`src/rtl/multicycle_control_unit.sv`:
```
// Moore-FSM control unit for the multicycle RV32I datapath with memory-ready stalls and timeout trap.
// Optional feature: define CU_BRANCH_NE_EN to take branches on ~Zero when funct3=001 (bne).
module multicycle_control_unit #(
    parameter int ALUC_W   = 3,
    parameter int WAIT_MAX = 15
) (
    input  logic              clk,
    input  logic              rst,
    input  logic [6:0]        Op,
    input  logic [2:0]        funct3,
    input  logic [6:0]        funct7,
    input  logic              Zero,
    input  logic              mem_ready,
    output logic              PCWrite,
    output logic              AdrSrc,
    output logic              MemWrite,
    output logic              IRWrite,
    output logic [1:0]        ResultSrc,
    output logic [1:0]        ALUSrcA,
    output logic [1:0]        ALUSrcB,
    output logic [1:0]        ImmSrc,
    output logic [ALUC_W-1:0] ALUControl,
    output logic              RegWrite,
    output logic              illegal,
    output logic              mem_err,
    output logic [3:0]        state
);

    typedef enum logic [3:0] {
        S_FETCH    = 4'd0,
        S_DECODE   = 4'd1,
        S_MEMADR   = 4'd2,
        S_MEMREAD  = 4'd3,
        S_MEMWB    = 4'd4,
        S_MEMWRITE = 4'd5,
        S_EXECR    = 4'd6,
        S_ALUWB    = 4'd7,
        S_EXECI    = 4'd8,
        S_JAL      = 4'd9,
        S_BEQ      = 4'd10,
        S_ERROR    = 4'd11
    } state_e;

    localparam logic [6:0] OP_LW   = 7'b0000011;
    localparam logic [6:0] OP_SW   = 7'b0100011;
    localparam logic [6:0] OP_R    = 7'b0110011;
    localparam logic [6:0] OP_I    = 7'b0010011;
    localparam logic [6:0] OP_JAL  = 7'b1101111;
    localparam logic [6:0] OP_BRCH = 7'b1100011;

    state_e     state_q, state_d;
    logic [7:0] wait_q, wait_d;
    logic       mem_err_q;

    logic       pc_update, branch, taken, mem_wait;
    logic       mem_write_raw, ir_write_raw, reg_write_raw, illegal_raw;
    logic [1:0] alu_op;
    logic [2:0] alu_ctl;
    logic       unused_bits;

    assign unused_bits = ^{funct7[6], funct7[4:0]};

    // NOTE: sequential state uses non-blocking assignments so every register samples pre-edge values.
    always_ff @(posedge clk or posedge rst) begin
        if (rst) begin
            state_q   <= S_FETCH;
            wait_q    <= '0;
            mem_err_q <= 1'b0;
        end else begin
            state_q   <= state_d;
            wait_q    <= wait_d;
            mem_err_q <= mem_err_q | (state_d == S_ERROR);
        end
    end

    // NOTE: every signal driven here gets a default first, so no path can infer a latch.
    always_comb begin
        state_d       = state_q;
        pc_update     = 1'b0;
        branch        = 1'b0;
        mem_wait      = 1'b0;
        alu_op        = 2'b00;
        AdrSrc        = 1'b0;
        mem_write_raw = 1'b0;
        ir_write_raw  = 1'b0;
        reg_write_raw = 1'b0;
        illegal_raw   = 1'b0;
        ResultSrc     = 2'b00;
        ALUSrcA       = 2'b00;
        ALUSrcB       = 2'b00;
        unique case (state_q)
            S_FETCH: begin
                ALUSrcB      = 2'b10;
                ResultSrc    = 2'b10;
                ir_write_raw = mem_ready;
                pc_update    = mem_ready;
                mem_wait     = 1'b1;
                if (mem_ready) state_d = S_DECODE;
            end
            S_DECODE: begin
                ALUSrcA = 2'b01;
                ALUSrcB = 2'b01;
                case (Op)
                    OP_LW, OP_SW: state_d = S_MEMADR;
                    OP_R:         state_d = S_EXECR;
                    OP_I:         state_d = S_EXECI;
                    OP_JAL:       state_d = S_JAL;
                    OP_BRCH:      state_d = S_BEQ;
                    default: begin
                        illegal_raw = 1'b1;
                        state_d     = S_FETCH;
                    end
                endcase
            end
            S_MEMADR: begin
                ALUSrcA = 2'b10;
                ALUSrcB = 2'b01;
                state_d = Op[5] ? S_MEMWRITE : S_MEMREAD;
            end
            S_MEMREAD: begin
                AdrSrc   = 1'b1;
                mem_wait = 1'b1;
                if (mem_ready) state_d = S_MEMWB;
            end
            S_MEMWB: begin
                ResultSrc     = 2'b01;
                reg_write_raw = 1'b1;
                state_d       = S_FETCH;
            end
            S_MEMWRITE: begin
                AdrSrc        = 1'b1;
                mem_write_raw = 1'b1;
                mem_wait      = 1'b1;
                if (mem_ready) state_d = S_FETCH;
            end
            S_EXECR: begin
                ALUSrcA = 2'b10;
                alu_op  = 2'b10;
                state_d = S_ALUWB;
            end
            S_EXECI: begin
                ALUSrcA = 2'b10;
                ALUSrcB = 2'b01;
                alu_op  = 2'b10;
                state_d = S_ALUWB;
            end
            S_ALUWB: begin
                reg_write_raw = 1'b1;
                state_d       = S_FETCH;
            end
            S_JAL: begin
                ALUSrcA   = 2'b01;
                ALUSrcB   = 2'b10;
                pc_update = 1'b1;
                state_d   = S_ALUWB;
            end
            S_BEQ: begin
                ALUSrcA = 2'b10;
                alu_op  = 2'b01;
                branch  = 1'b1;
                state_d = S_FETCH;
            end
            S_ERROR: state_d = S_ERROR;
            default: state_d = S_FETCH;
        endcase

        // The stall that would reach WAIT_MAX not-ready cycles traps instead of waiting again.
        if (mem_wait && !mem_ready && (WAIT_MAX != 0) && (int'(wait_q) + 1 == WAIT_MAX))
            state_d = S_ERROR;

        if ((state_d != state_q) || mem_ready || !mem_wait) wait_d = '0;
        else                                                 wait_d = wait_q + 8'd1;
    end

    always_comb begin
`ifdef CU_BRANCH_NE_EN
        taken = (funct3 == 3'b001) ? ~Zero : Zero;
`else
        taken = Zero;
`endif
    end

    always_comb begin
        unique case (alu_op)
            2'b00: alu_ctl = 3'b000;
            2'b01: alu_ctl = 3'b001;
            2'b10: begin
                case (funct3)
                    3'b000:  alu_ctl = (Op[5] & funct7[5]) ? 3'b001 : 3'b000;
                    3'b010:  alu_ctl = 3'b101;
                    3'b110:  alu_ctl = 3'b011;
                    3'b111:  alu_ctl = 3'b010;
                    default: alu_ctl = 3'b000;
                endcase
            end
            default: alu_ctl = 3'b000;
        endcase
        ALUControl      = '0;
        ALUControl[2:0] = alu_ctl;
    end

    always_comb begin
        case (Op)
            OP_SW:   ImmSrc = 2'b01;
            OP_BRCH: ImmSrc = 2'b10;
            OP_JAL:  ImmSrc = 2'b11;
            default: ImmSrc = 2'b00;
        endcase
    end

    // Strobes are masked while reset is held; the state register already shows FETCH.
    assign PCWrite  = ~rst & (pc_update | (branch & taken));
    assign IRWrite  = ~rst & ir_write_raw;
    assign MemWrite = ~rst & mem_write_raw;
    assign RegWrite = ~rst & reg_write_raw;
    assign illegal  = ~rst & illegal_raw;
    assign mem_err  = mem_err_q;
    assign state    = state_q;

endmodule

```
`config.mk`:
```
export PLATFORM = sky130hd
export DESIGN_NAME = multicycle_control_unit
export DESIGN_NICKNAME = d
export VERILOG_FILES = /design/src/rtl/multicycle_control_unit.sv
export SDC_FILE = /design/constraint.sdc
export NUM_CORES = 1
export LEC_CHECK = 0
export ABC_AREA = 0
export ABC_CLOCK_PERIOD_IN_PS = 2300
export BUFFER_PORTS_ARGS = -buffer_cell sky130_fd_sc_hd__buf_2
export CAP_MARGIN = 20
export CORE_UTILIZATION = 49
export DETAILED_ROUTE_END_ITERATION = 10
export PLACE_DENSITY = 0.79
export SLEW_MARGIN = 0
export SYNTH_ARGS = -nofsm -noshare
export SYNTH_HDL_FRONTEND = slang
export SYNTH_SLANG_ARGS = --single-unit
```
`constraint.sdc`:
```
create_clock -name clk -period 2.3 [get_ports clk]
set_input_delay 0.23 -clock clk [delete_from_list [all_inputs] [get_ports clk]]
set_output_delay 0.23 -clock clk [all_outputs]
set_load 0.02 [all_outputs]
```
==> metrics, run 1 <==
Worst Hold Class=in -> async; num rows=17; Final Net Count=205; RR Endpoint=wait_q[4]; antenna violations before repair=0; Synth top area share=0.280; outcome=completed; max-cap violation count=0; post-synthesis sequential area ratio=0.280; Mapped Cells=141; synth-to-layout area growth=22.1%; Post-Syn Area=1160 um^2; hold_buf cts=0; largest net degree at the start of global routing=18; Max Freq=0.467 GHz; Synth area leaders=dfrtp_1 (28%), ha_1 (4.3%), nor2_1 (4.2%), xor2_1 (3.8%), nand3_1 (3.4%); Worst Tran Pin Value=514 ps; Max transition margin=0.657; Max VDD drop=0.716 mV; clk root buf=clkbuf_4; number of synthesized register bits=13; vias in the first global route=1044; DP HPWL=2100 um; IO Pins=43; Tmin final=2140 ps; clk_skew=3.82 ps; critical path class=reg -> out; dpl cell area=1380 um^2; main flop type after synthesis=dfrtp_1; Period Utilization, post-route=0.930; final-report hold violation count=0; commonest cells after routing, fill and taps aside=buf_2 (36), nor2_1 (13), dfrtp_1 (12), inv_1 (9); GRT Overall Usage=0.221; final instance area=1420 um^2; Worst R2R Path Depth=6; most common cell after layout, fill and taps aside=buf_2; RR Startpoint=state[0]; final RePlAce weighted congestion=0.840; Syn Area/Cell=8.24 um^2; distinct cell type count after synthesis=50; Clock transition at path regs=70 ps; Initial Util=0.520; dominant cell type by area after synthesis=dfrtp_1; final worst slack=160 ps; CTS Sinks=13; syn nets=166; GR Overflow Total=0; # port buffers=36; DR WL/cell=12.9 um; # DRC=0; Die Wd=50.7 um; Post-synth EDFFs=0; Die H=50.7 um; TritonCTS Buffers=3; total leakage power=0.660 nW; fin. max-slew vios=0; final setup fails=0; Warnings, synthesis=0; # H-tree levels=1; Design Power=0.00126 W; Async SR Flop Fraction=1.00; global-route wire length before repair=4380 um; Critical Path End Type=primary output; Routed Antenna Nets=0; area of the core=2230 um^2; worst hold slack=24.7 ps; routed vias=1181; Max Root-Sink Buffers=2; DRT Pass-1 Iters=4; RSZ-0062 raised after global routing=no; First DRT Iteration DRCs=38; crit path DAT=1910 ps; Setup TNS=0 ps; Die Footprint=2570 um^2; layout cells sized above 1=0.313; # diodes=0; R2R setup slack=390 ps; PD cells=885 nW/um^2; Skew-Pair Late Insertion Delay=270 ps; CP max FO=12; Startpoint Class=flop; worst slack after detailed placement=344 ps; final WL=2680 um; post-DR vias/cell=5.71; CTS tree=built; data required time at the worst endpoint=2070 ps
## metal layers
| metal | track usage | wire length, um | vias up |
|---|---|---|---|
| li1 | - | - | 580 |
| met1 | 0.287 | 1240 | 554 |
| met2 | 0.380 | 1250 | 45 |
| met3 | 0.0485 | 176 | 2 |
| met4 | 0.0370 | 12 | 0 |
| met5 | 0 | 0 | - |
## critical path, stage by stage (launching register included)
cell     delay, ps
dfrtp_1        530
nor2_1         260
nand2_1        120
ha_1           350
nor4_2         200
buf_2          190
## what timing repair did
item,in CTS,in global routing
resized for setup,0,2
setup buffers,0,1
endpoints found under the setup margin,0,3
## report_power, final
group          switching [W]  internal [W]
clock              0.0000668     0.0000671
sequential         0.0000556      0.000263
combinational       0.000495      0.000308
total               0.000617      0.000638
## sequential cells by signal, indices dropped and copies added (netlist names)
signal and cells:
mem_err 1, state 4, wait_q 8
## layout make-up
cell class,count,area (um^2)
clock buffer,4,26.3
fill,193,815
inverter,10,37.5
multi-input combinational,111,776
sequential,13,327
tap,28,35.0
timing repair buffer,41,218
## cells in the mapped netlist, types with 2 or more instances
| library cell | instances |
|---|---|
| dfrtp_1 | 13 |
| nor2_1 | 13 |
| inv_1 | 9 |
| nand2_1 | 8 |
| nand3_1 | 8 |
| nor3_1 | 8 |
| a21oi_1 | 6 |
| nor2b_1 | 5 |
| nor4_1 | 5 |
| xor2_1 | 5 |
| buf_2 | 4 |
| ha_1 | 4 |
| nand2b_1 | 4 |
| nor3b_1 | 4 |
| xnor2_1 | 4 |
| and2_1 | 3 |
| o21ai_0 | 3 |
| nand3b_1 | 2 |
| nand4_1 | 2 |
## how the worst max path moves through the flow
stage	startpoint	end	slack [ps]	depth (start not counted)
after floorplan	state[3]	ALUControl[1]	20	7
after global placement	state[3]	ALUControl[2]	390	6
after detailed placement	state[3]	ALUControl[2]	340	6
after CTS	state[3]	ALUControl[2]	50	6
after global routing	state[0]	ALUControl[2]	20	5
final	state[0]	ALUControl[2]	160	5
## per-stage QoR
step | instances | util
6_report | 207 | 0.635
5_1_grt | 207 | 0.635
4_1_cts | 206 | 0.630
3_5_place_dp | 202 | 0.618
3_3_place_gp | 202 | 0.618
2_1_floorplan | 141 | -
## kinds of logic after synthesis
logic type	after synthesis	synth area share
AOI/OAI and AO/OA	25	0.164
xor gates and xnor gates	9	0.0678
adders and majority gates	4	0.0431
buffers and inverters	17	0.0657
DFF	13	0.280
muxes	1	0.00861
and+or+nand+nor	72	0.371
No activity file was read; power rests on OpenSTA's default activity.
==> run 2: changes to the inputs <==
--- a/config.mk
+++ b/config.mk
@@ -9,6 +9,7 @@
 export ABC_CLOCK_PERIOD_IN_PS = 2300
 export BUFFER_PORTS_ARGS = -buffer_cell sky130_fd_sc_hd__buf_2
 export CAP_MARGIN = 20
+export CORE_ASPECT_RATIO = 0.6
 export CORE_UTILIZATION = 49
 export DETAILED_ROUTE_END_ITERATION = 10
 export PLACE_DENSITY = 0.79
==> metrics, run 2 (synthesis results as in run 1) <==
largest net degree at the start of global routing=18 (unchanged); CTS Sinks=13 (unchanged); outcome=completed (unchanged); critical-path cell with the highest stage delay=dfrtp_2 (was dfrtp_1); Worst Hold Class=in -> async (unchanged); First DRT Iteration DRCs=112 (was 38); DP HPWL=2470 um (was 2100 um); most common cell after layout, fill and taps aside=buf_2 (unchanged); commonest cells after routing, fill and taps aside=buf_2 (36), nor2_1 (13), dfrtp_1 (11), inv_1 (9) (was buf_2 (36), nor2_1 (13), dfrtp_1 (12), inv_1 (9)); data required time at the worst endpoint=2070 ps (about the same); Die Footprint=2580 um^2 (was 2570 um^2); DR WL/cell=15.1 um (was 12.9 um); IO Pins=43 (unchanged); non-filler cells, final=211 (was 207); PD cells=930 nW/um^2 (was 885 nW/um^2); Max Freq=0.458 GHz (was 0.467 GHz); crit path cell chain=buf_4, nor2b_1, nand2_1, ha_1, nor4_2, buf_2 (was nor2_1, nand2_1, ha_1, nor4_2, buf_2); Startpoint Class=flop (unchanged); global-route wire length before repair=4810 um (was 4380 um); antenna violations before repair=0 (unchanged); num rows=13 (was 17); Die H=39.7 um (was 50.7 um); crit path DAT=1950 ps (was 1910 ps); Worst Tran Pin Value=525 ps (was 514 ps); Clock transition at path regs=60 ps (was 70 ps); Period Utilization, post-route=0.949 (was 0.930); Largest register FFs=8 (unchanged); Die Wd=64.9 um (was 50.7 um); GRT Overall Usage=0.264 (was 0.221); final RePlAce weighted congestion=0.906 (was 0.840); Setup TNS=0 ps (unchanged); Initial Util=0.529 (was 0.520); post-DR vias/cell=5.90 (was 5.71); max-cap violation count=0 (unchanged); slowest cell delay on critical path=470 ps (was 530 ps); CP startpoint=state[2] (was state[0]); area of the core=2200 um^2 (was 2230 um^2); routed vias=1245 (was 1181); total leakage power=0.678 nW (was 0.660 nW); final-report hold violation count=0 (unchanged); GR Overflow Total=0 (unchanged); # H-tree levels=1 (unchanged); critical path class=reg -> out (unchanged); Skew-Pair Late Insertion Delay=250 ps (was 270 ps); Biggest register=wait_q (unchanged); clk root buf=clkbuf_8 (was clkbuf_4); DRT Pass-1 Iters=4 (unchanged); # port buffers=36 (unchanged); CTS tree=built (unchanged); Worst Path Buf+Inv=2 (was 1); fin. max-slew vios=0 (unchanged); clk_skew=5.74 ps (was 3.82 ps); dpl cell area=1390 um^2 (was 1380 um^2); hold_buf cts=0 (unchanged); # diodes=0 (unchanged); TritonCTS Buffers=3 (unchanged); Top delay family on crit path=simple AND/OR/NAND/NOR gates (unchanged); Max Root-Sink Buffers=2 (unchanged); synth-to-layout area growth=25.7% (was 22.1%); Final Net Count=207 (was 205); final WL=3180 um (was 2680 um); vias in the first global route=1033 (was 1044); # DRC=0 (unchanged); CP max FO=10 (was 12); RR Startpoint=state[3] (was state[0]); final instance area=1460 um^2 (was 1420 um^2); Tmin final=2180 ps (was 2140 ps); Routed Antenna Nets=0 (unchanged); Placed Cells incl. Taps=205 (was 202); Max transition margin=0.649 (was 0.657); Critical Path End Type=primary output (unchanged); final setup fails=0 (unchanged); Max VDD drop=0.522 mV (was 0.716 mV); layout cells sized above 1=0.331 (was 0.313)
-- run 2: cell types whose count changed in the layout (fill, tap and decap cells not counted), sizes merged --
cell  change
buf       +2
-- run 2: power breakdown --
group          leakage, nW  internal (W)  total, W  switching (W)
clock network       0.0228      0.000122  0.000205      0.0000828
registers            0.170      0.000266  0.000313      0.0000475
logic                0.485      0.000308  0.000841       0.000533
-- run 2: metrics by stage --
| step | hold slack, ps | utilization | worst slack [ps] | total power [W] |
|---|---|---|---|---|
| floorplan | 112 | - | 17.9 | 0.000909 |
| global placement | 322 | 0.634 | 365 | 0.00111 |
| detailed placement | 337 | 0.634 | 312 | 0.00114 |
| CTS | 69.6 | 0.654 | 35.5 | 0.00135 |
| global route | 99.4 | 0.666 | -0.242 | 0.00145 |
| finish | 59.6 | 0.666 | 117 | 0.00136 |
-- run 2: per-layer routing --
metal  GRT usage  wire length [um]
met5           0                 0
met4      0.0778                34
met3      0.0610               276
met2       0.393              1400
met1       0.375              1470
-- run 2: final cells by class --
class | instances | area (um^2)
fill | 196 | 734
timing repair buffer | 43 | 233
multi-input combinational | 111 | 781
sequential | 13 | 328
tap | 30 | 37.5
clock buffer | 4 | 45.0
inverter | 10 | 37.5
-- run 2: final timing paths --
kind	slack (ps)	depth (start not counted)	end
worst min register to register	470	1	mem_err
min in group clk	400	4	state[0]
worst max register to register	390	7	wait_q[3]
worst min-delay path	60	2	state[1]
worst max-delay path	120	6	ALUControl[2]
max in group asynchronous	1880	2	state[3]
-- run 2: what timing repair did --
action                     4_1_cts  5_1_grt
setup endpoints to repair        0        3
hold endpoints to repair         0        0
gates resized for setup          0        4
setup buffers                    0        2
==> run 3: changes to the inputs <==
--- a/config.mk
+++ b/config.mk
@@ -13,6 +13,7 @@
 export CORE_UTILIZATION = 49
 export DETAILED_ROUTE_END_ITERATION = 10
 export PLACE_DENSITY = 0.79
+export RECOVER_POWER = 100
 export SLEW_MARGIN = 0
 export SYNTH_ARGS = -nofsm -noshare
 export SYNTH_HDL_FRONTEND = slang
==> metrics, run 3 (synthesis results as in run 1) <==
# DRC=0 (unchanged); worst slack after detailed placement=312 ps (unchanged); CTS tree=built (unchanged); routed vias=1240 (was 1245); Die H=39.7 um (unchanged); Switch Pwr=0.000654 W (was 0.000663 W); clk root buf=clkbuf_8 (unchanged); clk_skew=4.35 ps (was 5.74 ps); outcome=completed (unchanged); Setup TNS=0 ps (unchanged); Die Footprint=2580 um^2 (unchanged); antenna violations before repair=0 (unchanged); Largest register FFs=8 (unchanged); critical path class=reg -> out (unchanged); Max Freq=0.456 GHz (was 0.458 GHz); # diodes=0 (unchanged); data required time at the worst endpoint=2070 ps (about the same); fin. max-slew vios=0 (unchanged); TritonCTS Buffers=3 (unchanged); global-route wire length before repair=4810 um (unchanged); R2R setup slack=240 ps (was 390 ps); DR WL/cell=15.1 um (about the same); CP max FO=8 (was 10); largest net degree at the start of global routing=18 (unchanged); IO Pins=43 (unchanged); Top delay family on crit path=simple AND/OR/NAND/NOR gates (unchanged); # H-tree levels=1 (unchanged); Worst Tran Pin Value=552 ps (was 525 ps); Clk pwr share=0.153 (was 0.151); Tmin final=2200 ps (was 2180 ps); Clock transition at path regs=50 ps (was 60 ps); hold_buf cts=0 (unchanged); layout cells sized above 1=0.276 (was 0.331); Routed Antenna Nets=0 (unchanged); sequential share of power=0.234 (was 0.230); GR Overflow Total=0 (unchanged); CTS Sinks=13 (unchanged); # port buffers=36 (unchanged); critical-path cell with the highest stage delay=dfrtp_2 (unchanged); most common cell after layout, fill and taps aside=buf_2 (unchanged); slowest cell delay on critical path=430 ps (was 470 ps); Pint=0.000677 W (was 0.000697 W); combinational share of power=0.612 (was 0.619); crit path DAT=1970 ps (was 1950 ps); total leakage power=0.655 nW (was 0.678 nW); max-cap violation count=0 (unchanged); First DRT Iteration DRCs=70 (was 112); commonest cells after routing, fill and taps aside=buf_2 (30), nor2_1 (13), dfrtp_1 (11), inv_1 (9) (was buf_2 (36), nor2_1 (13), dfrtp_1 (11), inv_1 (9)); Startpoint Class=flop (unchanged); vias in the first global route=1033 (unchanged); Initial Util=0.529 (unchanged); area of the core=2200 um^2 (unchanged); Period Utilization, post-route=0.954 (was 0.949); RSZ-0062 raised after global routing=no; Max transition margin=0.631 (was 0.649); RR Startpoint=state[3] (unchanged); Worst R2R Path Depth=7 (unchanged); GRT Overall Usage=0.264 (unchanged); final worst slack=105 ps (was 117 ps); PD cells=933 nW/um^2 (was 930 nW/um^2); switch share=0.491 (was 0.488); crit path cell chain=clkbuf_1, nor2b_1, nand2_1, ha_1, nor4_2, buf_2 (was buf_4, nor2b_1, nand2_1, ha_1, nor4_2, buf_2); synth-to-layout area growth=22.8% (was 25.7%); Biggest register=wait_q (unchanged); final-report hold violation count=0 (unchanged); final RePlAce weighted congestion=0.906 (unchanged); Max Root-Sink Buffers=2 (unchanged); Max VDD drop=0.506 mV (was 0.522 mV); Final Net Count=207 (unchanged); final WL=3180 um (about the same); RR Endpoint=wait_q[5] (was wait_q[3]); Worst Hold Class=in -> async (unchanged); num rows=13 (unchanged); Skew-Pair Late Insertion Delay=250 ps (about the same); Worst Path Buf+Inv=2 (unchanged); Critical Path End Type=primary output (unchanged); final setup fails=0 (unchanged); post-DR vias/cell=5.88 (was 5.90); Die Wd=64.9 um (unchanged); DRT Pass-1 Iters=4 (unchanged); DP HPWL=2470 um (unchanged)
[run 3: cell count changes in the layout (fill, tap and decap cells not counted), sizes merged]
cell,previous run,this run
buf,43,35
clkbuf,4,12
[run 3: through the flow]
stage / power [W] / instance area [um^2] / util / cells / hold WS (ps)
6_report: 0.00133 / 1430 / 0.650 / 211 / 102
5_1_grt: 0.00142 / 1430 / 0.650 / 211 / 141
4_1_cts: 0.00135 / 1440 / 0.654 / 209 / 69.6
3_5_place_dp: 0.00114 / 1390 / 0.634 / 205 / 337
3_3_place_gp: 0.00111 / 1390 / 0.634 / 205 / 322
2_1_floorplan: 0.000909 / 1170 / - / 141 / 112
[run 3: final cells by class]
type	count	area, um^2
repair buffers	43	220
clock buffers	4	45.0
flip-flops and latches	13	328
fillers	207	768
multi-input cells	111	759
inverters	10	37.5
well taps	30	37.5
[run 3: routing by layer]
metal	GRT usage	vias up	wire length, um
met3	0.0610	6	323
met2	0.393	65	1400
met5	0	-	0
li1	-	587	-
met4	0.0778	0	43
met1	0.375	582	1410
[run 3: how the worst max path moves through the flow]
stage / from / to / slack, ps / depth (start not counted)
after CTS: state[3] / ALUControl[0] / 40 / 8
after global routing: state[2] / ALUControl[2] / 6 / 7
after detailed placement: state[3] / ALUControl[2] / 310 / 6
after global placement: state[3] / ALUControl[2] / 370 / 6
final: state[3] / ALUControl[2] / 100 / 6
after floorplan: state[3] / ALUControl[1] / 20 / 7
[run 3: power by group through the flow]
stage | logic [W] | clock network (W) | registers (W)
2_1_floorplan | 0.000584 | 0 | 0.000325
3_5_place_dp | 0.000826 | 0 | 0.000315
3_3_place_gp | 0.000798 | 0 | 0.000313
5_1_grt | 0.000883 | 0.000223 | 0.000319
6_report | 0.000815 | 0.000204 | 0.000312
4_1_cts | 0.000830 | 0.000208 | 0.000311
[run 3: worst reg2reg max path: cells and delay by family (launching register included)]
kind,cells,cell delay [ps]
AND/OR/NAND/NOR,4,990
AO/OA/AOI/OAI,1,150
flip-flops,1,450
buffers and inverters,2,330
[run 3: what timing repair did]
item	4_1_cts	5_1_grt
resized for setup	0	4
setup endpoints to repair	0	3
setup buffers	0	2
